$ cat config.mk
export PLATFORM = sky130hd
export DESIGN_NAME = fir_bank_loader
export DESIGN_NICKNAME = d
export VERILOG_FILES = /design/src/rtl/fir_pkg.sv /design/src/rtl/fir_tap_addr_gen.sv /design/src/rtl/fir_bank_loader.sv
export SDC_FILE = /design/constraint.sdc
export NUM_CORES = 1
export LEC_CHECK = 0
export ABC_CLOCK_PERIOD_IN_PS = 2000
export BUFFER_PORTS_ARGS = -buffer_cell sky130_fd_sc_hd__buf_2
export CORE_MARGIN = 4
export CORE_UTILIZATION = 29
export DETAILED_ROUTE_END_ITERATION = 7
export REMOVE_ABC_BUFFERS = 1
export SLEW_MARGIN = 10
export SYNTH_ARGS = -nofsm -noshare
export SYNTH_HDL_FRONTEND = slang
export SYNTH_SLANG_ARGS = --single-unit
$ cat constraint.sdc
create_clock -name i_clk -period 2 [get_ports i_clk]
set_input_delay 0.4 -clock i_clk [delete_from_list [all_inputs] [get_ports i_clk]]
set_output_delay 0.4 -clock i_clk [all_outputs]
set_load 0.02 [all_outputs]
$ cat src/rtl/fir_pkg.sv
// ---------------------------------------------------------------------------
// fir_pkg
//   Shared definitions for the generic FIR, its coefficient ROM and the
//   coefficient bank loader.
//   - FIR_NTAPS / FIR_TAP_W / FIR_NBANKS : default geometry shared by all
//     FIR-related blocks.
//   - loader_state_t : bank loader FSM states.
//   - addr_op_t      : command from the loader FSM to the tap address
//     generator.
// ---------------------------------------------------------------------------
package fir_pkg;

    localparam int FIR_NTAPS  = 16;
    localparam int FIR_TAP_W  = 16;
    localparam int FIR_NBANKS = 4;

    typedef enum logic [2:0] {
        IDLE  = 3'd0,
        CLEAR = 3'd1,
        FETCH = 3'd2,
        LOAD  = 3'd3,
        DONE  = 3'd4
    } loader_state_t;

    // HOLD  : keep address and index
    // BASE  : present the bank base address
    // FIRST : present base+1 and restart the tap index at 0
    // STEP  : run the address two taps ahead of the index, then advance
    typedef enum logic [1:0] {
        ADDR_HOLD  = 2'd0,
        ADDR_BASE  = 2'd1,
        ADDR_FIRST = 2'd2,
        ADDR_STEP  = 2'd3
    } addr_op_t;

endpackage

$ cat src/rtl/fir_tap_addr_gen.sv
// ---------------------------------------------------------------------------
// fir_tap_addr_gen
//   Coefficient ROM address generator for the bank loader. Holds the base
//   address of the selected bank, the index of the tap currently being
//   written, and the registered ROM address.
//
//   Ports
//     i_clk      in   1       clock, posedge
//     i_reset    in   1       synchronous active-low reset
//     i_latch    in   1       capture base = i_bank*NTAPS
//     i_bank     in   BANK_W  bank to latch
//     i_op       in   op      address command (see addr_op_t)
//     o_rom_addr out  ADDR_W  registered ROM address
//     o_idx      out  IDX_W   index of the tap being written
//     o_last     out  1       o_idx == NTAPS-1
//
//   The ROM address is registered and the ROM adds one more cycle, so the
//   address runs two taps ahead of the data being written: while tap idx is
//   written the next address computed is base+idx+2, clamped at the last tap
//   of the bank so the address never leaves the selected bank.
// ---------------------------------------------------------------------------
module fir_tap_addr_gen
    import fir_pkg::*;
#(
    parameter int NTAPS  = FIR_NTAPS,
    parameter int NBANKS = FIR_NBANKS,
    parameter int BANK_W = 2,
    parameter int ADDR_W = 6,
    parameter int IDX_W  = 4
) (
    input  logic              i_clk,
    input  logic              i_reset,
    input  logic              i_latch,
    input  logic [BANK_W-1:0] i_bank,
    input  addr_op_t          i_op,
    output logic [ADDR_W-1:0] o_rom_addr,
    output logic [IDX_W-1:0]  o_idx,
    output logic              o_last
);

    logic [ADDR_W-1:0] base_q, base_d;
    logic [ADDR_W-1:0] addr_q, addr_d;
    logic [IDX_W-1:0]  idx_q, idx_d;
    logic              last;

    assign last = (idx_q == IDX_W'(NTAPS - 1));

    always_comb begin
        base_d = base_q;
        addr_d = addr_q;
        idx_d  = idx_q;
        if (i_latch) begin
            base_d = ADDR_W'(int'(i_bank) * NTAPS);
        end
        case (i_op)
            ADDR_BASE: begin
                addr_d = base_q;
            end
            ADDR_FIRST: begin
                addr_d = base_q + ADDR_W'(1);
                idx_d  = '0;
            end
            ADDR_STEP: begin
                // Once base+idx+2 would pass the last tap, park on the last tap.
                if (idx_q >= IDX_W'(NTAPS - 2)) begin
                    addr_d = base_q + ADDR_W'(NTAPS - 1);
                end else begin
                    addr_d = base_q + ADDR_W'(idx_q) + ADDR_W'(2);
                end
                if (!last) begin
                    idx_d = idx_q + IDX_W'(1);
                end
            end
            default: begin
            end
        endcase
    end

    always_ff @(posedge i_clk) begin
        if (!i_reset) begin
            base_q <= '0;
            addr_q <= '0;
            idx_q  <= '0;
        end else begin
            base_q <= base_d;
            addr_q <= addr_d;
            idx_q  <= idx_d;
        end
    end

    assign o_rom_addr = addr_q;
    assign o_idx      = idx_q;
    assign o_last     = last;

endmodule

$ cat src/rtl/fir_bank_loader.sv
// ---------------------------------------------------------------------------
// fir_bank_loader
//   Loads one coefficient bank from a synchronous ROM (1-cycle read latency)
//   into the FIR tap-write port. A load clears the FIR, then writes NTAPS
//   taps in index order. The FIR sample strobe is gated off until a full
//   bank is resident and while a load is running.
//
//   Ports
//     i_clk       in   1       clock, posedge
//     i_reset     in   1       synchronous active-low reset
//     i_start     in   1       load request, rising edge triggers
//     i_bank      in   BANK_W  bank to load, sampled with the triggering edge
//     i_ce        in   1       upstream sample strobe
//     o_rom_addr  out  ADDR_W  coefficient ROM address
//     i_rom_data  in   TAP_W   ROM read data
//     o_tap_wr    out  1       FIR tap write strobe
//     o_tap       out  TAP_W   FIR tap value (i_rom_data passed through)
//     o_fir_clr   out  1       one-cycle FIR clear
//     o_fir_ce    out  1       gated sample strobe to the FIR
//     o_busy      out  1       load in progress
//     o_done      out  1       one-cycle pulse, load complete
//     o_err       out  1       one-cycle pulse, start with an invalid bank
//     o_bank      out  BANK_W  bank loaded / being loaded
//     o_loaded    out  1       a complete bank is resident in the FIR
//     o_state     out  state   FSM state (debug)
//     o_tap_idx   out  IDX_W   tap index being written (debug)
//
//   Handshake: a 0->1 transition of i_start seen while IDLE starts a load;
//   o_busy is high from the clear cycle through the last tap write, then
//   o_done pulses for one cycle and the loader is IDLE again. Edges seen
//   while not IDLE are dropped, never queued.
// ---------------------------------------------------------------------------
module fir_bank_loader
    import fir_pkg::*;
#(
    parameter  int NTAPS  = FIR_NTAPS,
    parameter  int TAP_W  = FIR_TAP_W,
    parameter  int NBANKS = FIR_NBANKS,
    localparam int BANK_W = (NBANKS > 1) ? $clog2(NBANKS) : 1,
    localparam int ADDR_W = $clog2(NBANKS * NTAPS),
    localparam int IDX_W  = $clog2(NTAPS)
) (
    input  logic              i_clk,
    input  logic              i_reset,
    input  logic              i_start,
    input  logic [BANK_W-1:0] i_bank,
    input  logic              i_ce,
    output logic [ADDR_W-1:0] o_rom_addr,
    input  logic [TAP_W-1:0]  i_rom_data,
    output logic              o_tap_wr,
    output logic [TAP_W-1:0]  o_tap,
    output logic              o_fir_clr,
    output logic              o_fir_ce,
    output logic              o_busy,
    output logic              o_done,
    output logic              o_err,
    output logic [BANK_W-1:0] o_bank,
    output logic              o_loaded,
    output loader_state_t     o_state,
    output logic [IDX_W-1:0]  o_tap_idx
);

    // One extra bit so NBANKS itself is representable for the range check.
    localparam logic [BANK_W:0] NBANKS_L = (BANK_W + 1)'(NBANKS);

    loader_state_t     state_q, state_d;
    logic              start_q;
    logic [BANK_W-1:0] bank_q, bank_d;
    logic              loaded_q, loaded_d;
    logic              err_q, err_d;

    logic              start_edge;
    logic              bank_ok;
    logic              accept;
    logic              reject;
    addr_op_t          addr_op;
    logic              last;

    assign start_edge = i_start & ~start_q;
    assign bank_ok    = ({1'b0, i_bank} < NBANKS_L);
    assign accept     = (state_q == IDLE) & start_edge & bank_ok;
    assign reject     = (state_q == IDLE) & start_edge & ~bank_ok;

    // FSM next state and Moore outputs
    always_comb begin
        state_d   = state_q;
        addr_op   = ADDR_HOLD;
        o_busy    = 1'b0;
        o_fir_clr = 1'b0;
        o_tap_wr  = 1'b0;
        o_done    = 1'b0;
        case (state_q)
            IDLE: begin
                if (accept) begin
                    state_d = CLEAR;
                end
            end
            CLEAR: begin
                o_fir_clr = 1'b1;
                o_busy    = 1'b1;
                addr_op   = ADDR_BASE;
                state_d   = FETCH;
            end
            FETCH: begin
                o_busy  = 1'b1;
                addr_op = ADDR_FIRST;
                state_d = LOAD;
            end
            LOAD: begin
                o_busy   = 1'b1;
                o_tap_wr = 1'b1;
                addr_op  = ADDR_STEP;
                if (last) begin
                    state_d = DONE;
                end
            end
            DONE: begin
                o_done  = 1'b1;
                state_d = IDLE;
            end
            default: begin
                state_d = IDLE;
            end
        endcase
    end

    // Bank, resident flag and error pulse
    always_comb begin
        bank_d   = bank_q;
        loaded_d = loaded_q;
        err_d    = reject;
        if (accept) begin
            bank_d   = i_bank;
            loaded_d = 1'b0;
        end else if (state_q == DONE) begin
            loaded_d = 1'b1;
        end
    end

    always_ff @(posedge i_clk) begin
        if (!i_reset) begin
            state_q  <= IDLE;
            // Starts high so a request held through reset is not an edge.
            start_q  <= 1'b1;
            bank_q   <= '0;
            loaded_q <= 1'b0;
            err_q    <= 1'b0;
        end else begin
            state_q  <= state_d;
            start_q  <= i_start;
            bank_q   <= bank_d;
            loaded_q <= loaded_d;
            err_q    <= err_d;
        end
    end

    fir_tap_addr_gen #(
        .NTAPS  (NTAPS),
        .NBANKS (NBANKS),
        .BANK_W (BANK_W),
        .ADDR_W (ADDR_W),
        .IDX_W  (IDX_W)
    ) u_addr_gen (
        .i_clk      (i_clk),
        .i_reset    (i_reset),
        .i_latch    (accept),
        .i_bank     (i_bank),
        .i_op       (addr_op),
        .o_rom_addr (o_rom_addr),
        .o_idx      (o_tap_idx),
        .o_last     (last)
    );

    // Samples arriving during a load are dropped, not buffered.
    assign o_fir_ce = i_ce & loaded_q & (state_q == IDLE);
    assign o_tap    = i_rom_data;
    assign o_err    = err_q;
    assign o_bank   = bank_q;
    assign o_loaded = loaded_q;
    assign o_state  = state_q;

endmodule
# Word-level counts from Yosys, hierarchy flattened

Index checks and enable logic that the tools add are counted.

Register bits: 17
Logic and storage cells: 48

Eq/ne operators: 11
Muxes and demuxes: 12
Bitwise gates (word level): 6
Order comparisons: 1
Reduce and logical (&&, ||, !) cells: 7
$add $sub $neg: 5

Operators by type and width:

| operator              | number |
|---|---|
| $pmux W6 S3           | 1 |
| $pmux W3 S4           | 1 |
| $pmux W4 S2           | 1 |
| $add A6 B1 Y6 const B | 1 |
| $add A6 B2 Y6 const B | 1 |
| $add A6 B4 Y6         | 1 |
| $add A6 B4 Y6 const B | 1 |
| $eq A3 B2 Y1 const B  | 2 |
| $mux W3               | 2 |
| $mux W6               | 1 |
| $ne A2 B2 Y1 const B  | 3 |
| $pmux W2 S3           | 1 |
| $add A4 B1 Y4 const B | 1 |
| $and A1 B1 Y1         | 4 |
| $eq A2 B2 Y1 const B  | 2 |
| $eq A4 B4 Y1 const B  | 1 |
| $ge A4 B4 Y1 const B  | 1 |
| $mux W1               | 4 |
| $mux W4               | 1 |
| $reduce_and A2 Y1     | 2 |
| $eq A3 B1 Y1 const B  | 1 |
| $eq A3 B3 Y1 const B  | 1 |
| $logic_not A3 Y1      | 1 |
| $reduce_bool A3 Y1    | 1 |
| 5 further kinds       | 6 |

# Logic depth before layout (Yosys ltp)

Gate-level depths: netlist (run 1).

Word-level depth: 5
Depth in mapped cells: 5
Mapped depth without buffers: 5

# Cells and area by module

From an unflattened synthesis (run 1), not the netlist that was laid out.

Cells, all modules: 122
Area total of the unflattened synthesis: 1097.3 µm²

Modules (own cells, without submodules):

| module           | sequential area each (µm²) | area an instance (µm²) | instances | cells each |
|---|---|---|---|---|
| fir_tap_addr_gen | 240.2                      | 621.8                  | 1         | 69 |
| fir_bank_loader  | 140.1                      | 475.5                  | 1         | 53 |

# Least setup slack after synthesis (run 1)

OpenSTA, ideal clock, no wires.

Path kind: reg-to-output
Start point: register state_q[0], in the netlist o_state[0]
End point: output port o_fir_clr
Setup slack: 315 ps
Data required time: 1600 ps
Buffers on the path: 1
Stages on the path, launching flop included: 3
Arrival time: 1285 ps
Cells stage by stage: dfxtp_1 -> buf_2 -> nor3b_1

Longest elaborated chain between the ends: 2

Ends and longest elaborated chain:

| item                   | line                   | source |
|---|---|---|
| start, declared        | fir_bank_loader.sv:66  | `loader_state_t state_q, state_d;` |
| start signal, assigned | fir_bank_loader.sv:149 | `state_q <= state_d;` |
| $eq A3 B1 Y1           | fir_bank_loader.sv:92  | `case (state_q)` |
| $mux W1                | fir_bank_loader.sv:92  |  |
| end, declared          | fir_bank_loader.sv:52  | `output logic o_fir_clr,` |

Every way passes these cells.

# Final worst setup path (run 1)

Start point: register state_q[2], in the netlist o_state[2]
End point: output port o_busy

Longest elaborated chain between the ends: 3
Elaborated cells between the ends (all ways): 5
Classes of those cells: 3 x eq/ne; 1 x mux; 1 x reduce/logical

Ends and longest elaborated chain:

| item                                         | line                  | source |
|---|---|---|
| $eq A3 B2 Y1 or $eq A3 B1 Y1 (tied branches) | fir_bank_loader.sv:92 |  |
| $reduce_or A3 Y1 (no source line) (*)        | --                    |  |
| $mux W1 (*)                                  | fir_bank_loader.sv:92 |  |
| end, declared                                | fir_bank_loader.sv:54 | `output logic o_busy,` |

Mark *: on every way between the ends. The rest lies on a longest branch, timed or not.

==> impl_metrics.toml, run 1 <==
[drt]
via_density_per_instance = 4.98
detail_route.drc_violations = 0
drt.antenna.violating_nets = 0
met3_wirelength_um = 302
first_pass_iteration_count_of_the_detailed_router = 4
met1_length_mm = 1.12
route.vias.total = 831
dr.first_iter.drc_count = 45
top_layer_used = "met4"
post_drt_wl_per_cell_um = 15.2
met2_routed_wirelength_mm = 1.10
routed_wl_mm = 2.54

[grt]
grt_start_max_net_pins = 16
grt_first_pass_wirelength_mm = 4.17
groute.usage.overall = 0.125
globalRouteOverflowTotal = 0
grt_antenna_before_repair = 0
first_global_vias = 822

[power_and_ir_drop]
power.ir.vdd_worst_mv = 0.181
cellPowerDensity_nw_per_um2 = 639
leakagePower_nw = 0.501

[clock_network]
skew_pair_late_insertion_delay_ns = 0.29
cts-root-to-sink-buffers = 2
clock-root-buffer = "sky130_fd_sc_hd__clkbuf_4"
cts_tree = "built"
clock_sink_total = 17
clkSlewWorstSetupHoldPaths_ns = 0.09
clock_tree.htree_level_count = 1
tritoncts.num_buffers = 3

[cells_and_area]
finalNetCount = 149
layout.core_utilization = 0.332
layout.cells.most_common = "sky130_fd_sc_hd__buf_2"
antenna_cells_inserted = 0
growth_of_design_area_from_synthesis_to_finish_pct = 5.56
final_cell_area_um2 = 1050
post_route_cells_drive_above_1_share = 0.276
most_used_cells_in_the_layout_excluding_fill_and_tap_cells = "sky130_fd_sc_hd__buf_2, sky130_fd_sc_hd__dfxtp_1, sky130_fd_sc_hd__nand2_1, sky130_fd_sc_hd__a21oi_1, sky130_fd_sc_hd__o21a_1"

[floorplanning]
dieArea_um2 = 4420
coreArea_um2 = 3150
top_level_ports = 60
starting_density_of_the_core = 0.314
dieHeight_um = 66.5
floorplan.rows = 20
dieWidth_um = 66.5

[job]
drv_cap = 0

[worst_setup_path]
setup.reg_to_reg.worst_slack_ns = 0.36
cp_slowest_cell = "sky130_fd_sc_hd__dfxtp_1"
critical_path.cell_chain = "o21bai_2, inv_1, buf_2"
timing.critical_path.required_ns = 1.60
worst_r2r_endpoint = "u_addr_gen.o_rom_addr[5]"
worst-path-buf-inv = 2
path_class = "reg -> out"
r2r_cells = 4
timing.critical_path.from_type = "flop"
cp_slowest_stage_delay_ns = 0.58
critical_path_data_arrival_time_ns = 1.44
critical_path.top_delay_family = "flip-flops"
timing.critical_path.fanout_max = 14
cp-end-kind = "primary output"
worst_r2r_startpoint = "u_addr_gen.o_idx[2]"

[timing]
final.min_clock_period_ns = 1.84
finalSetupViolations = 0
final-hold-violation-count = 0
clock-skew-final_ns = 0.00157
rsz_0062_raised_after_global_routing = "no"
fmaxAchievable_mhz = 543
finalSetupTns_ns = 0
final-max-slew-violation-count = 0
period_utilisation_layout = 0.921

[worst_hold_path]
hold_path.startpoint = "i_start"
worstHoldPathType = "in -> reg"
worstHoldPathCells = 2
holdPathEnd = "start_q"

[place]
hpwl_mm = 1.86
post_detailed_placement_cell_area_um2 = 1020
routabilityCongestion = 0.895
port-buffer-count = 26

[synthesis]
yosysWarnings = 0
synth_seq_cells = 17
synth_edf_count = 0
postSynth.asyncResetShare = 0
postSynth.topFlopCell = "sky130_fd_sc_hd__dfxtp_1"
synth_seq_area_share = 0.343
synthesis.area_um2 = 991
avgSynthCellArea_um2 = 8.62
post_synth_num_cell_types = 39
syn_inst = 115

[outcome]
run_status = "completed"
[registers in the layout, summed over array words and instances (netlist names)]
register               flops
u_addr_gen.o_rom_addr      6
o_loaded                   1
u_addr_gen.base_q          2
start_q                    1
o_state                    3
u_addr_gen.o_idx           4
[cell type report]
type,count,area (um^2)
clock buffers,4,26.3
fillers,362,2110
inverters,6,22.5
multi-input cells,70,469
flip-flops and latches,17,343
well taps,44,55.1
repair buffers,26,130
[how the worst max path moves through the flow]
stage                        startpoint                  endpoint  slack, ns  cells past startpoint
floorplan                    o_state[0]                 o_fir_clr       0.36                      1
detailed placement           o_state[0]                  o_tap_wr       0.37                      3
global placement    u_addr_gen.o_idx[2]  u_addr_gen.o_rom_addr[5]       0.42                      4
CTS                          o_state[0]                  o_tap_wr       0.03                      3
finish                       o_state[2]                    o_busy       0.16                      3
global route                 o_state[2]                    o_busy      0.009                      3
[routing by layer]
layer | track usage | up-vias
li1 | - | 405
met1 | 0.152 | 383
met2 | 0.173 | 41
met3 | 0.0776 | 2
met4 | 0.0533 | 0
met5 | 0 | -
[worst register-to-register path: stages (launching register included)]
cell and delay, ns:
sky130_fd_sc_hd__dfxtp_1 0.52, sky130_fd_sc_hd__ha_1 0.32, sky130_fd_sc_hd__nand2_4 0.08, sky130_fd_sc_hd__or4_1 0.50, sky130_fd_sc_hd__a31oi_1 0.16
[cell families after synthesis]
group | after synthesis | share of synthesized area
compound gates | 32 | 0.226
buf+inv | 28 | 0.183
simple gates | 32 | 0.188
xor+xnor | 2 | 0.0177
fa+ha+maj | 3 | 0.0379
other cells | 1 | 0.00378
flops | 17 | 0.343
[report_power, final]
part	switching [mW]	total, mW	internal, mW
registers	0.0225	0.376	0.353
clock network	0.106	0.183	0.0776
logic	0.0700	0.110	0.0396
total	0.198	0.669	0.470
[repair_timing]
action / CTS / global route
gates resized for setup: 0 / 2
setup endpoints to repair: 0 / 1
hold buffers: 0 / 0
setup buffers: 0 / 0
[synth_stat cells, types with 2 or more instances]
master	n	share of area
sky130_fd_sc_hd__buf_4	17	0.13
sky130_fd_sc_hd__nand3_1	3	0.015
sky130_fd_sc_hd__o211a_1	2	0.020
sky130_fd_sc_hd__o21a_1	6	0.045
sky130_fd_sc_hd__o21ai_0	3	0.015
sky130_fd_sc_hd__inv_1	5	0.019
sky130_fd_sc_hd__xnor2_1	2	0.018
sky130_fd_sc_hd__o41ai_1	2	0.018
sky130_fd_sc_hd__dfxtp_1	17	0.34
sky130_fd_sc_hd__a21oi_1	8	0.040
sky130_fd_sc_hd__nor3_1	3	0.015
sky130_fd_sc_hd__nand2_1	8	0.030
sky130_fd_sc_hd__o31ai_1	2	0.015
sky130_fd_sc_hd__nand2b_1	3	0.019
sky130_fd_sc_hd__ha_1	3	0.038
sky130_fd_sc_hd__buf_2	4	0.020
sky130_fd_sc_hd__nor2_1	3	0.011
sky130_fd_sc_hd__a31oi_1	3	0.019
[per-stage QoR]
| step | worst slack [ns] | total power, mW | hold slack (ns) | cells |
|---|---|---|---|---|
| after floorplan | 0.356 | 0.451 | 0.473 | 93 |
| after global placement | 0.420 | 0.490 | 0.437 | 163 |
| after detailed placement | 0.367 | 0.492 | 0.448 | 163 |
| after CTS | 0.0296 | 0.673 | 0.317 | 167 |
| after global routing | 0.00947 | 0.711 | 0.336 | 167 |
| final | 0.157 | 0.669 | 0.320 | 167 |
No activity file was read; power rests on OpenSTA's default activity.
==> inputs of run 2 (changes only) <==
--- a/config.mk
+++ b/config.mk
@@ -5,7 +5,7 @@
 export SDC_FILE = /design/constraint.sdc
 export NUM_CORES = 1
 export LEC_CHECK = 0
-export ABC_CLOCK_PERIOD_IN_PS = 2000
+export ABC_CLOCK_PERIOD_IN_PS = 1900
 export BUFFER_PORTS_ARGS = -buffer_cell sky130_fd_sc_hd__buf_2
 export CORE_MARGIN = 4
 export CORE_UTILIZATION = 29
==> constraint.sdc (replaced) <==
create_clock -name i_clk -period 1.9 [get_ports i_clk]
set_input_delay 0.38 -clock i_clk [delete_from_list [all_inputs] [get_ports i_clk]]
set_output_delay 0.38 -clock i_clk [all_outputs]
set_load 0.02 [all_outputs]
==> run 2 against run 1 <==
  * Cell count stayed put
  * Worst setup slack gained 0.028 ns
  * Core utilization rose by 0.079 points
==> impl_metrics.toml, run 2 (synthesis gave the netlist of run 1 again) <==
[power_and_ir_drop]
power.combinational.fraction = 0.164
switching_share = 0.297
leakagePower_nw = 0.504
p_switching_uw = 208
cellPowerDensity_nw_per_um2 = 667
cellInternalPower_uw = 492
seq_power_share = 0.564
power.ir.vdd_worst_mv = 0.217
power.share.clock = 0.272

[worst_setup_path]
worst_r2r_endpoint = "u_addr_gen.o_rom_addr[5]"
r2r_cells = 4
cp_slowest_stage_delay_ns = 0.49
critical_path.cell_chain = "nand3b_1, inv_1, buf_2"
cp_slowest_cell = "sky130_fd_sc_hd__dfxtp_2"
cp-end-kind = "primary output"
worst-path-buf-inv = 2
timing.critical_path.from_type = "flop"
setup.reg_to_reg.worst_slack_ns = 0.26
timing.critical_path.fanout_max = 15
critical_path.top_delay_family = "flip-flops"
path_class = "reg -> out"
worst_r2r_startpoint = "u_addr_gen.o_idx[2]"
critical_path_data_arrival_time_ns = 1.34
timing.critical_path.required_ns = 1.52

[clock_network]
cts_tree = "built"
clock_tree.htree_level_count = 1
clock_sink_total = 17
clock-root-buffer = "sky130_fd_sc_hd__clkbuf_4"
clkSlewWorstSetupHoldPaths_ns = 0.09
skew_pair_late_insertion_delay_ns = 0.28
cts-root-to-sink-buffers = 2
tritoncts.num_buffers = 3

[timing]
clock-skew-final_ns = 0.00777
finalSetupTns_ns = 0
finalSetupViolations = 0
period_utilisation_layout = 0.903
rsz_0062_raised_after_global_routing = "no"
final-hold-violation-count = 0
final-max-slew-violation-count = 0
final.min_clock_period_ns = 1.72
hold_slack_ns = 0.309
fmaxAchievable_mhz = 583

[floorplanning]
dieHeight_um = 66.5
coreArea_um2 = 3150
floorplan.rows = 20
starting_density_of_the_core = 0.314
dieWidth_um = 66.5
top_level_ports = 60
dieArea_um2 = 4420

[grt]
first_global_vias = 808
globalRouteOverflowTotal = 0
grt_antenna_before_repair = 0
groute.usage.overall = 0.122
grt_start_max_net_pins = 16
grt_first_pass_wirelength_mm = 4.06

[drt]
routed_wl_mm = 2.45
drt.antenna.violating_nets = 0
route.vias.total = 831
post_drt_wl_per_cell_um = 14.6
detail_route.drc_violations = 0
via_density_per_instance = 4.98
first_pass_iteration_count_of_the_detailed_router = 4
dr.first_iter.drc_count = 39

[cells_and_area]
layout.cells.most_common = "sky130_fd_sc_hd__buf_2"
final_cell_area_um2 = 1050
finalNetCount = 149
antenna_cells_inserted = 0
post_route_cells_drive_above_1_share = 0.293
most_used_cells_in_the_layout_excluding_fill_and_tap_cells = "sky130_fd_sc_hd__buf_2, sky130_fd_sc_hd__dfxtp_1, sky130_fd_sc_hd__nand2_1, sky130_fd_sc_hd__a21oi_1, sky130_fd_sc_hd__o21a_1"
number_of_flip_flops_in_the_largest_register = 6
growth_of_design_area_from_synthesis_to_finish_pct = 5.81

[place]
port-buffer-count = 26
routabilityCongestion = 0.881
post_detailed_placement_cell_area_um2 = 1020
hpwl_mm = 1.86

[worst_hold_path]
worstHoldPathType = "in -> reg"
worstHoldPathCells = 2
holdPathEnd = "start_q"
hold_path.startpoint = "i_start"

[outcome]
run_status = "completed"

[job]
drv_cap = 0
-- run 2: worst max-delay path by stage --
| stage | to | start | cells past startpoint | slack, ns |
|---|---|---|---|---|
| floorplan | o_fir_clr | o_state[0] | 1 | 0.28 |
| global route | o_tap_wr | o_state[0] | 3 | 0.06 |
| global placement | u_addr_gen.o_rom_addr[5] | u_addr_gen.o_idx[2] | 4 | 0.32 |
| CTS | o_tap_wr | o_state[1] | 3 | 0.03 |
| detailed placement | u_addr_gen.o_rom_addr[5] | u_addr_gen.o_idx[2] | 4 | 0.29 |
| finish | o_tap_wr | o_state[0] | 3 | 0.18 |
-- run 2: per-stage QoR --
step | util | std cells | setup slack (ns) | power [mW]
floorplan | - | 93 | 0.276 | 0.475
CTS | 0.332 | 167 | 0.0334 | 0.710
global route | 0.333 | 167 | 0.0591 | 0.745
detailed placement | 0.323 | 163 | 0.294 | 0.517
global placement | 0.323 | 163 | 0.323 | 0.515
finish | 0.333 | 167 | 0.185 | 0.700
-- run 2: what timing repair did --
item                                    4_1_cts  5_1_grt
resized for setup                             1        2
endpoints found under the setup margin        1        2
buffers inserted                              0        0
hold buffers                                  0        0
-- run 2: layout make-up --
| class | count | area [um^2] |
|---|---|---|
| tap | 44 | 55.1 |
| multi-input combinational | 70 | 469 |
| clock buffer | 3 | 22.5 |
| fill | 359 | 2100 |
| inverter | 6 | 22.5 |
| clock inverter | 1 | 5.00 |
| sequential | 17 | 344 |
| timing repair buffer | 26 | 130 |
-- run 2: power by group through the flow --
stage               clock (mW)  sequential (mW)  combinational [mW]
floorplan                    0            0.414              0.0607
global placement             0            0.401               0.114
detailed placement           0            0.402               0.116
CTS                      0.200            0.394               0.116
global route             0.218            0.399               0.128
finish                   0.190            0.394               0.115
-- run 2: routing by layer --
layer / share of wire / vias up / wire, um / GRT usage
met5: 0 / - / 0 / 0.0417
met1: 0.45 / 384 / 1090 / 0.166
met2: 0.42 / 41 / 1030 / 0.149
li1: - / 404 / - / -
met3: 0.12 / 2 / 287 / 0.0708
met4: 0.013 / 0 / 31 / 0.0482
